$ cat src/rtl/cpu_pkg.sv
// Shared CPU definitions: instruction class codes, per-class cycle budgets
// and the fetch sequencer state encoding.
package cpu_pkg;

  localparam int unsigned CLS_W  = 2;
  localparam int unsigned HOLD_W = 3;

  localparam logic [CLS_W-1:0] CLS_HALT  = 2'b00;
  localparam logic [CLS_W-1:0] CLS_STD   = 2'b01;
  localparam logic [CLS_W-1:0] CLS_LOAD  = 2'b10;
  localparam logic [CLS_W-1:0] CLS_STORE = 2'b11;

  // Control unit FSM path lengths per instruction class
  localparam logic [HOLD_W-1:0] BUDGET_STD   = 3'd3;
  localparam logic [HOLD_W-1:0] BUDGET_LOAD  = 3'd4;
  localparam logic [HOLD_W-1:0] BUDGET_STORE = 3'd3;

  typedef enum logic [1:0] {
    SEQ_IDLE  = 2'd0,
    SEQ_PRIME = 2'd1,
    SEQ_RUN   = 2'd2,
    SEQ_HALT  = 2'd3
  } seq_state_e;

  // Cycles an instruction must stay on the bus; first adds the RESET->DECODE step
  function automatic logic [HOLD_W-1:0] budget(input logic [CLS_W-1:0] cls,
                                               input logic             first);
    logic [HOLD_W-1:0] b;
    case (cls)
      CLS_STD:   b = BUDGET_STD;
      CLS_LOAD:  b = BUDGET_LOAD;
      CLS_STORE: b = BUDGET_STORE;
      default:   b = '0;
    endcase
    if (first && (b != '0)) b = b + HOLD_W'(1);
    return b;
  endfunction

endpackage

$ cat src/rtl/instr_fetch_seq.sv
// Instruction fetch sequencer: primes the first word from a synchronous ROM,
// holds each instruction for its class budget and prefetches the next word so
// it lands exactly when the control unit returns to DECODE.
module instr_fetch_seq
  import cpu_pkg::*;
#(
  parameter int unsigned INSTR_WIDTH = 20,
  parameter int unsigned PC_BITS     = 5,
  parameter int unsigned MEM_LATENCY = 1
) (
  input  logic                   clk,
  input  logic                   rst,
  input  logic                   start,
  output logic                   imem_rd,
  output logic [PC_BITS-1:0]     imem_addr,
  input  logic [INSTR_WIDTH-1:0] imem_data,
  output logic [INSTR_WIDTH-1:0] instr,
  output logic                   instr_valid,
  output logic [PC_BITS-1:0]     pc,
  output logic                   busy,
  output logic                   halted,
  output logic [7:0]             retired_count
);

  if ((MEM_LATENCY != 1) && (MEM_LATENCY != 2)) begin : g_bad_latency
    $error("instr_fetch_seq: MEM_LATENCY must be 1 or 2");
  end

  localparam logic [HOLD_W-1:0] PREFETCH_AT = HOLD_W'(MEM_LATENCY + 1);

  seq_state_e             state, state_d;
  logic [HOLD_W-1:0]      hold_cnt, hold_d;
  logic                   first_flag, first_d;
  logic [PC_BITS-1:0]     pc_d, addr_d;
  logic [INSTR_WIDTH-1:0] instr_d;
  logic [7:0]             retired_d;
  logic                   rd_d;
  logic [CLS_W-1:0]       data_cls;

  assign data_cls = imem_data[INSTR_WIDTH-1 -: CLS_W];

  // Next-state and registered-output values
  always_comb begin
    state_d   = state;
    hold_d    = hold_cnt;
    first_d   = first_flag;
    pc_d      = pc;
    instr_d   = instr;
    retired_d = retired_count;
    addr_d    = imem_addr;
    rd_d      = 1'b0;

    case (state)
      SEQ_IDLE: begin
        if (start) begin
          state_d = SEQ_PRIME;
          hold_d  = PREFETCH_AT;
          rd_d    = 1'b1;
          addr_d  = pc;
        end
      end
      SEQ_PRIME: begin
        if (hold_cnt == HOLD_W'(1)) begin
          instr_d = imem_data;
          if (data_cls == CLS_HALT) begin
            state_d = SEQ_HALT;
          end else begin
            state_d = SEQ_RUN;
            hold_d  = budget(data_cls, first_flag);
            first_d = 1'b0;
          end
        end else begin
          hold_d = hold_cnt - HOLD_W'(1);
        end
      end
      SEQ_RUN: begin
        if (hold_cnt == HOLD_W'(1)) begin
          instr_d   = imem_data;
          pc_d      = pc + PC_BITS'(1);
          retired_d = retired_count + 8'd1;
          if (data_cls == CLS_HALT) state_d = SEQ_HALT;
          else                      hold_d  = budget(data_cls, first_flag);
        end else begin
          hold_d = hold_cnt - HOLD_W'(1);
        end
      end
      default: ;
    endcase

    // Prefetch strobe lands MEM_LATENCY+1 cycles before the hold expires
    if ((state_d == SEQ_RUN) && (hold_d == PREFETCH_AT)) begin
      rd_d   = 1'b1;
      addr_d = pc_d + PC_BITS'(1);
    end
  end

  // State and output registers with synchronous reset
  always_ff @(posedge clk) begin
    if (rst) begin
      state         <= SEQ_IDLE;
      hold_cnt      <= '0;
      first_flag    <= 1'b1;
      pc            <= '0;
      instr         <= '0;
      instr_valid   <= 1'b0;
      imem_rd       <= 1'b0;
      imem_addr     <= '0;
      busy          <= 1'b0;
      halted        <= 1'b0;
      retired_count <= '0;
    end else begin
      state         <= state_d;
      hold_cnt      <= hold_d;
      first_flag    <= first_d;
      pc            <= pc_d;
      instr         <= instr_d;
      instr_valid   <= (state_d == SEQ_RUN);
      imem_rd       <= rd_d;
      imem_addr     <= addr_d;
      busy          <= (state_d == SEQ_PRIME) || (state_d == SEQ_RUN);
      halted        <= (state_d == SEQ_HALT);
      retired_count <= retired_d;
    end
  end

endmodule

$ cat config.mk
export PLATFORM = sky130hd
export DESIGN_NAME = instr_fetch_seq
export DESIGN_NICKNAME = d
export VERILOG_FILES = /design/src/rtl/cpu_pkg.sv /design/src/rtl/instr_fetch_seq.sv
export SDC_FILE = /design/constraint.sdc
export NUM_CORES = 1
export LEC_CHECK = 0
export CAP_MARGIN = 30
export CORE_MARGIN = 2
export CORE_UTILIZATION = 40
export CTS_CLUSTER_SIZE = 16
export DETAILED_ROUTE_END_ITERATION = 12
export HOLD_SLACK_MARGIN = 0.08
export PLACE_DENSITY = 0.69
export SYNTH_ARGS = -nofsm -noshare
export SYNTH_HDL_FRONTEND = slang
export SYNTH_SLANG_ARGS = --single-unit
$ cat constraint.sdc
create_clock -name clk -period 4.8 [get_ports clk]
set_input_delay 1.2 -clock clk [delete_from_list [all_inputs] [get_ports clk]]
set_output_delay 1.2 -clock clk [all_outputs]
set_load 0.05 [all_outputs]
[Yosys cells after proc, flatten, opt, wreduce, memory -nomap -nowiden]
Cells that the tools add are included.
Operators by class
  reductions and logical operators: 16
  equality and inequality tests: 10
  mux-type cells: 27
  add/subtract/negate cells: 6
  bitwise logic cells: 1
Operators with widths (number)
  3-bit 2-to-1 mux: 11
  5-bit 2-to-1 mux: 5
  5-bit by 1-bit adder with 5-bit output, second input constant: 2
  2-bit == test, second input constant: 5
  3-bit one-hot mux with 3 select lines: 1
  8-bit by 1-bit adder with 8-bit output, second input constant: 1
  2-bit 2-to-1 mux: 4
  3-bit by 1-bit adder with 3-bit output, second input constant: 2
  2-bit by 1-bit == test with 1-bit output, second input constant: 3
  2-bit one-hot mux with 3 select lines: 1
  3-bit one-hot mux with 2 select lines: 1
  2-bit AND reduction: 3
  3-bit nonzero test: 2
  2-bit zero test: 2
  1-bit 2-to-1 mux: 4
  2-bit nonzero test: 2
  2-bit OR reduction: 2
  3-bit by 1-bit == test with 1-bit output, second input constant: 1
  3-bit by 2-bit == test with 1-bit output, second input constant: 1
  1-bit logical AND: 3
  3-bit AND reduction: 1
  3-bit by 1-bit subtractor with 3-bit output, second input constant: 1
  1-bit logical OR: 1
  1-bit inverter: 1
Word-level totals
  logic and storage cells: 71
  bits in registers: 48
  bits of input ports: 23

[Longest topological paths before layout]
  depth after elaboration: 16
  mapped depth: 13
  depth with buffers taken out: 13

[Worst setup path after synthesis]
No wires, ideal clock.
  path kind: input port to flip-flop
  start: input port imem_data[19]
  end: register imem_addr[3]
  buffers on the path: 0
  arrival: 2.612 ns
  library setup time: 0.074 ns
  data required time: 4.726 ns
  cell stages on the path: 8
  setup slack: 2.114 ns
  cell sequence: nor4b_1 -> o21ai_0 -> a21oi_1 -> a21oi_1 -> ha_1 -> nand4_2 -> mux2_2 -> a31oi_1
Between the ends
  longest elaborated chain between the ends: 16
  elaborated cells on any way between the ends: 35
Ends and longest elaborated chain
  from (decl): RTL line instr_fetch_seq.sv:16  | input logic [INSTR_WIDTH-1:0] imem_data,
  parallel branches: the longest is 13 deep, another holds 3-bit by 1-bit adder with 3-bit output
  1-bit logical AND (*): RTL line instr_fetch_seq.sv:91  | if ((state_d == SEQ_RUN) && (hold_d == PREFETCH_AT)) begin
  2-bit nonzero test (no line)
  2-bit AND reduction (no line)
  to (signal assigned): RTL line instr_fetch_seq.sv:119  | imem_addr <= addr_d;
  to (decl): RTL line instr_fetch_seq.sv:15  | output logic [PC_BITS-1:0] imem_addr,
Every way passes the cells marked *. The select of a mux whose other input is x is not followed.
A chain may end at the register's enable or synchronous reset.

[Worst setup path after layout]
  start: input port imem_data[18]
  end: register imem_addr[3]
Same word-level chain as after synthesis.

==> impl_metrics.toml <==
[synthesis]
synth_top_cell_by_area = "sky130_fd_sc_hd__dfxtp_1"
compound_gate_portion_of_the_synthesized_area = 0.143
yosysWarnings = 0
ys_dominant_reg_cell = "sky130_fd_sc_hd__dfxtp_1"
post_synth.cell_area_avg_sq_um = 8.33
synth_xor_xnor_area_share = 0.0471
synth_area_in_adders = 0.0729
post_synthesis_sequential_area_ratio = 0.430
synth_seq_cells = 48
netlist.area_leader.share = 0.430
synth.mux.area_fraction = 0.0146
postSynth.asyncResetShare = 0
number_of_enable_type_register_cells_in_the_synthesized_netlist = 0
synth_area_leaders = "sky130_fd_sc_hd__dfxtp_1 (43%), sky130_fd_sc_hd__nand2_1 (9.6%), sky130_fd_sc_hd__ha_1 (7.3%)"
synthesis.area_sq_mm = 0.00223
synthesis.instances = 268
synthSimpleGateAreaFrac = 0.251
netlist-cell-type-count = 41
synth.net_count = 304
main_combinational_cell_family_by_area_after_synthesis = "simple AND/OR/NAND/NOR gates"

[power_and_ir_drop]
power_frac_comb = 0.196
power.switching_w = 0.000247
power.share.switching = 0.292
seq_power_share = 0.501
static-leakage-power_nw = 1.09
pwr-share-clk = 0.303
cellInternalPower_w = 0.000597
worst_ir_drop_vdd_v = 0.000160
power-per-cell-area_mw_per_mm2 = 282

[critical_path]
top_family_by_delay_on_critical_path = "simple AND/OR/NAND/NOR gates"
timing.critical_path.mode_cell = "sky130_fd_sc_hd__a21oi_1"
critPathCaptureType = "flop"
cp_cell_sequence = "clkdlybuf4s50_1 -> nor4b_1 -> o21ai_0 -> a21oi_1 -> a21oi_1 -> ha_1 -> nand4_2 -> mux2_2 -> a31oi_1"
worst_path_largest_cell_delay_ns = 0.52
worstPathArrival_ns = 3.57
timing.critical_path.fanout_max = 14
timing_worst_setup_path_type = "primary input to flop"
worst_setup_path_start_kind = "primary input"
cp_bufs_invs = 1
cp_data_required_time_ns = 5.03
cp_slowest_cell = "sky130_fd_sc_hd__clkdlybuf4s50_1"

[cells_and_area]
drive_gt1_frac = 0.0431
utilization = 0.550
layout.cells.most_common_list = "sky130_fd_sc_hd__clkdlybuf4s50_1 (64), sky130_fd_sc_hd__nand2_1 (57), sky130_fd_sc_hd__dfxtp_1 (48)"
nets = 360
final_common_cell = "sky130_fd_sc_hd__clkdlybuf4s50_1"
diodes = 0
n_fill_cell = 511
area_growth_syn_to_layout_pct = 34.1

[global_route]
grt_pass1_wl_um = 8940
maximum_number_of_pins_on_one_net_before_global_route_repair = 49
met2_usage = 0.278
grt_use_met3 = 0.0307
grt_util_all_layers = 0.178
antenna_violations_before_repair = 0
groute.layer.met1.usage = 0.246
number_of_global_route_vias_before_repair = 1862
grt_most_used_layer = "met2"
grt-ovfl-total = 0

[min_path]
timing.hold.worst.class = "flop to flop"

[drt]
final_antenna_net_count = 0
detail_route.drc_violations = 0
detailedRoute.firstPassIterationCount = 4
vias_per_cell = 5.02
detailedRoute.firstIterationViolations = 94
via_count = 1991
avgRoutedWirePerCell_um = 13.1
routed_wl_um = 5210

[clocking]
ctsHtreeMaxLevel = 2
ctsResizeCount = 0
clock_buffer_count_from_cts = 5
post_cts.repair.setup_buffers = 0
clock_sinks = 48
clkLatencyLatePin_ns = 0.30
root_buffer = "sky130_fd_sc_hd__clkbuf_8"
tritoncts = "done"
clk_path_buf_depth = 2
cts.reportedPaths.clkPinSlew_ns = 0.09
hold_buffers = 0

[floorplanning]
die_h_um = 78.7
die_w_um = 78.7
placementRows = 27
io_pins = 65
initial_utilization = 0.410
die_footprint_sq_mm = 0.00619
area_inside_the_core_boundary_sq_mm = 0.00544

[sta]
maxClockFrequency_ghz = 0.300
min_period_over_period = 0.695
slew_viol_final = 0
hold_violations = 0
worst_pin_slew_ns = 0.788
setup_total_neg_slack_ns = 0
fin_worst_skew_ns = 0.00856
worst_slew_margin_rel = 0.475
setup_viol_count_final = 0
layout_min_cycle_time_ns = 3.33
grt_setup_unrepaired = "no"

[outcome]
outcome = "completed"

[placement]
finalWeightedCongestion = 0.828
place.detailed.hpwl_um = 3660
numPortBuffers = 64

[run]
max-cap-violations = 0
## stage by stage
| stage | hold WS, ns | cell area, sq um | power (W) | cells | worst slack (ns) |
|---|---|---|---|---|---|
| 5_1_grt | 0.474 | 2990 | 0.000887 | 397 | 1.26 |
| 6_report | 0.457 | 2990 | 0.000844 | 397 | 1.47 |
| 3_5_place_dp | 0.446 | 2900 | 0.000598 | 389 | 1.18 |
| 3_3_place_gp | 0.442 | 2900 | 0.000598 | 389 | 1.29 |
| 2_1_floorplan | 0.442 | 2230 | 0.000541 | 268 | 2.11 |
| 4_1_cts | 0.459 | 2990 | 0.000853 | 397 | 1.51 |
## cells in the mapped netlist, drive strengths merged, types with 4 or more instances
library cell  count
a21oi            28
a31oi             4
buf               7
clkbuf            9
dfxtp            48
ha               13
inv               5
nand2            57
nand3            11
nand4             6
nor2             19
nor2b             8
o21ai             8
xor2              9
## cells by family after synthesis
| group | after synthesis |
|---|---|
| AND/OR/NAND/NOR | 118 |
| AO/OA/AOI/OAI | 53 |
| flip-flops | 48 |
| buffers and inverters | 21 |
| adder cells (fa/ha/maj) | 13 |
| XOR/XNOR | 12 |
| multiplexers | 3 |
## layer usage
metal,up-vias,part of all wire,wire (um)
li1,1025,-,-
met1,925,0.48,2500
met2,32,0.48,2490
met3,9,0.024,123
met4,0,0.018,93
met5,-,0,0
## path summary, 6_finish.rpt
check	start	end	slack, ns	cells after the start
max	imem_data[18]	imem_addr[3]$_SDFFE_PP0P_	1.47	9
max reg2reg	hold_cnt[1]$_SDFF_PP0_	imem_addr[3]$_SDFFE_PP0P_	1.98	9
min reg2reg	instr[9]$_SDFFE_PP0P_	instr[9]$_SDFFE_PP0P_	0.46	2
min	instr[9]$_SDFFE_PP0P_	instr[9]$_SDFFE_PP0P_	0.46	2
## layout make-up
cell class                      instances  area [sq um]  share of cell area
Clock buffer                            6          82.6              0.0276
Clock inverter                          2          13.8             0.00460
Inverter                                5          18.8             0.00627
Multi-Input combinational cell        199          1180               0.394
Sequential cell                        48           961               0.321
Tap cell                               72          90.1              0.0301
Timing Repair Buffer                   65           648               0.217
## power by group through the flow
| stage | Clock, W | Sequential, W | Combinational (W) |
|---|---|---|---|
| after floorplan | 0 | 0.000460 | 0.0000802 |
| after global placement | 0 | 0.000432 | 0.000166 |
| after detailed placement | 0 | 0.000432 | 0.000166 |
| after CTS | 0.000264 | 0.000423 | 0.000166 |
| after global routing | 0.000279 | 0.000425 | 0.000183 |
| final | 0.000256 | 0.000423 | 0.000166 |
## sequential cells by signal, indices dropped and copies added (netlist names)
signal / cells
hold_cnt: 3
pc: 5
state: 2
instr_valid: 1
busy: 1
retired_count: 8
imem_addr: 5
halted: 1
instr: 20
first_flag: 1
imem_rd: 1
## tightest hold or removal path: stages (launching register included)
cell and delay, ns:
sky130_fd_sc_hd__dfxtp_1 0.32, sky130_fd_sc_hd__nand2_1 0.05, sky130_fd_sc_hd__a21oi_1 0.05
Note: power is estimated with default switching activity, not from simulation.
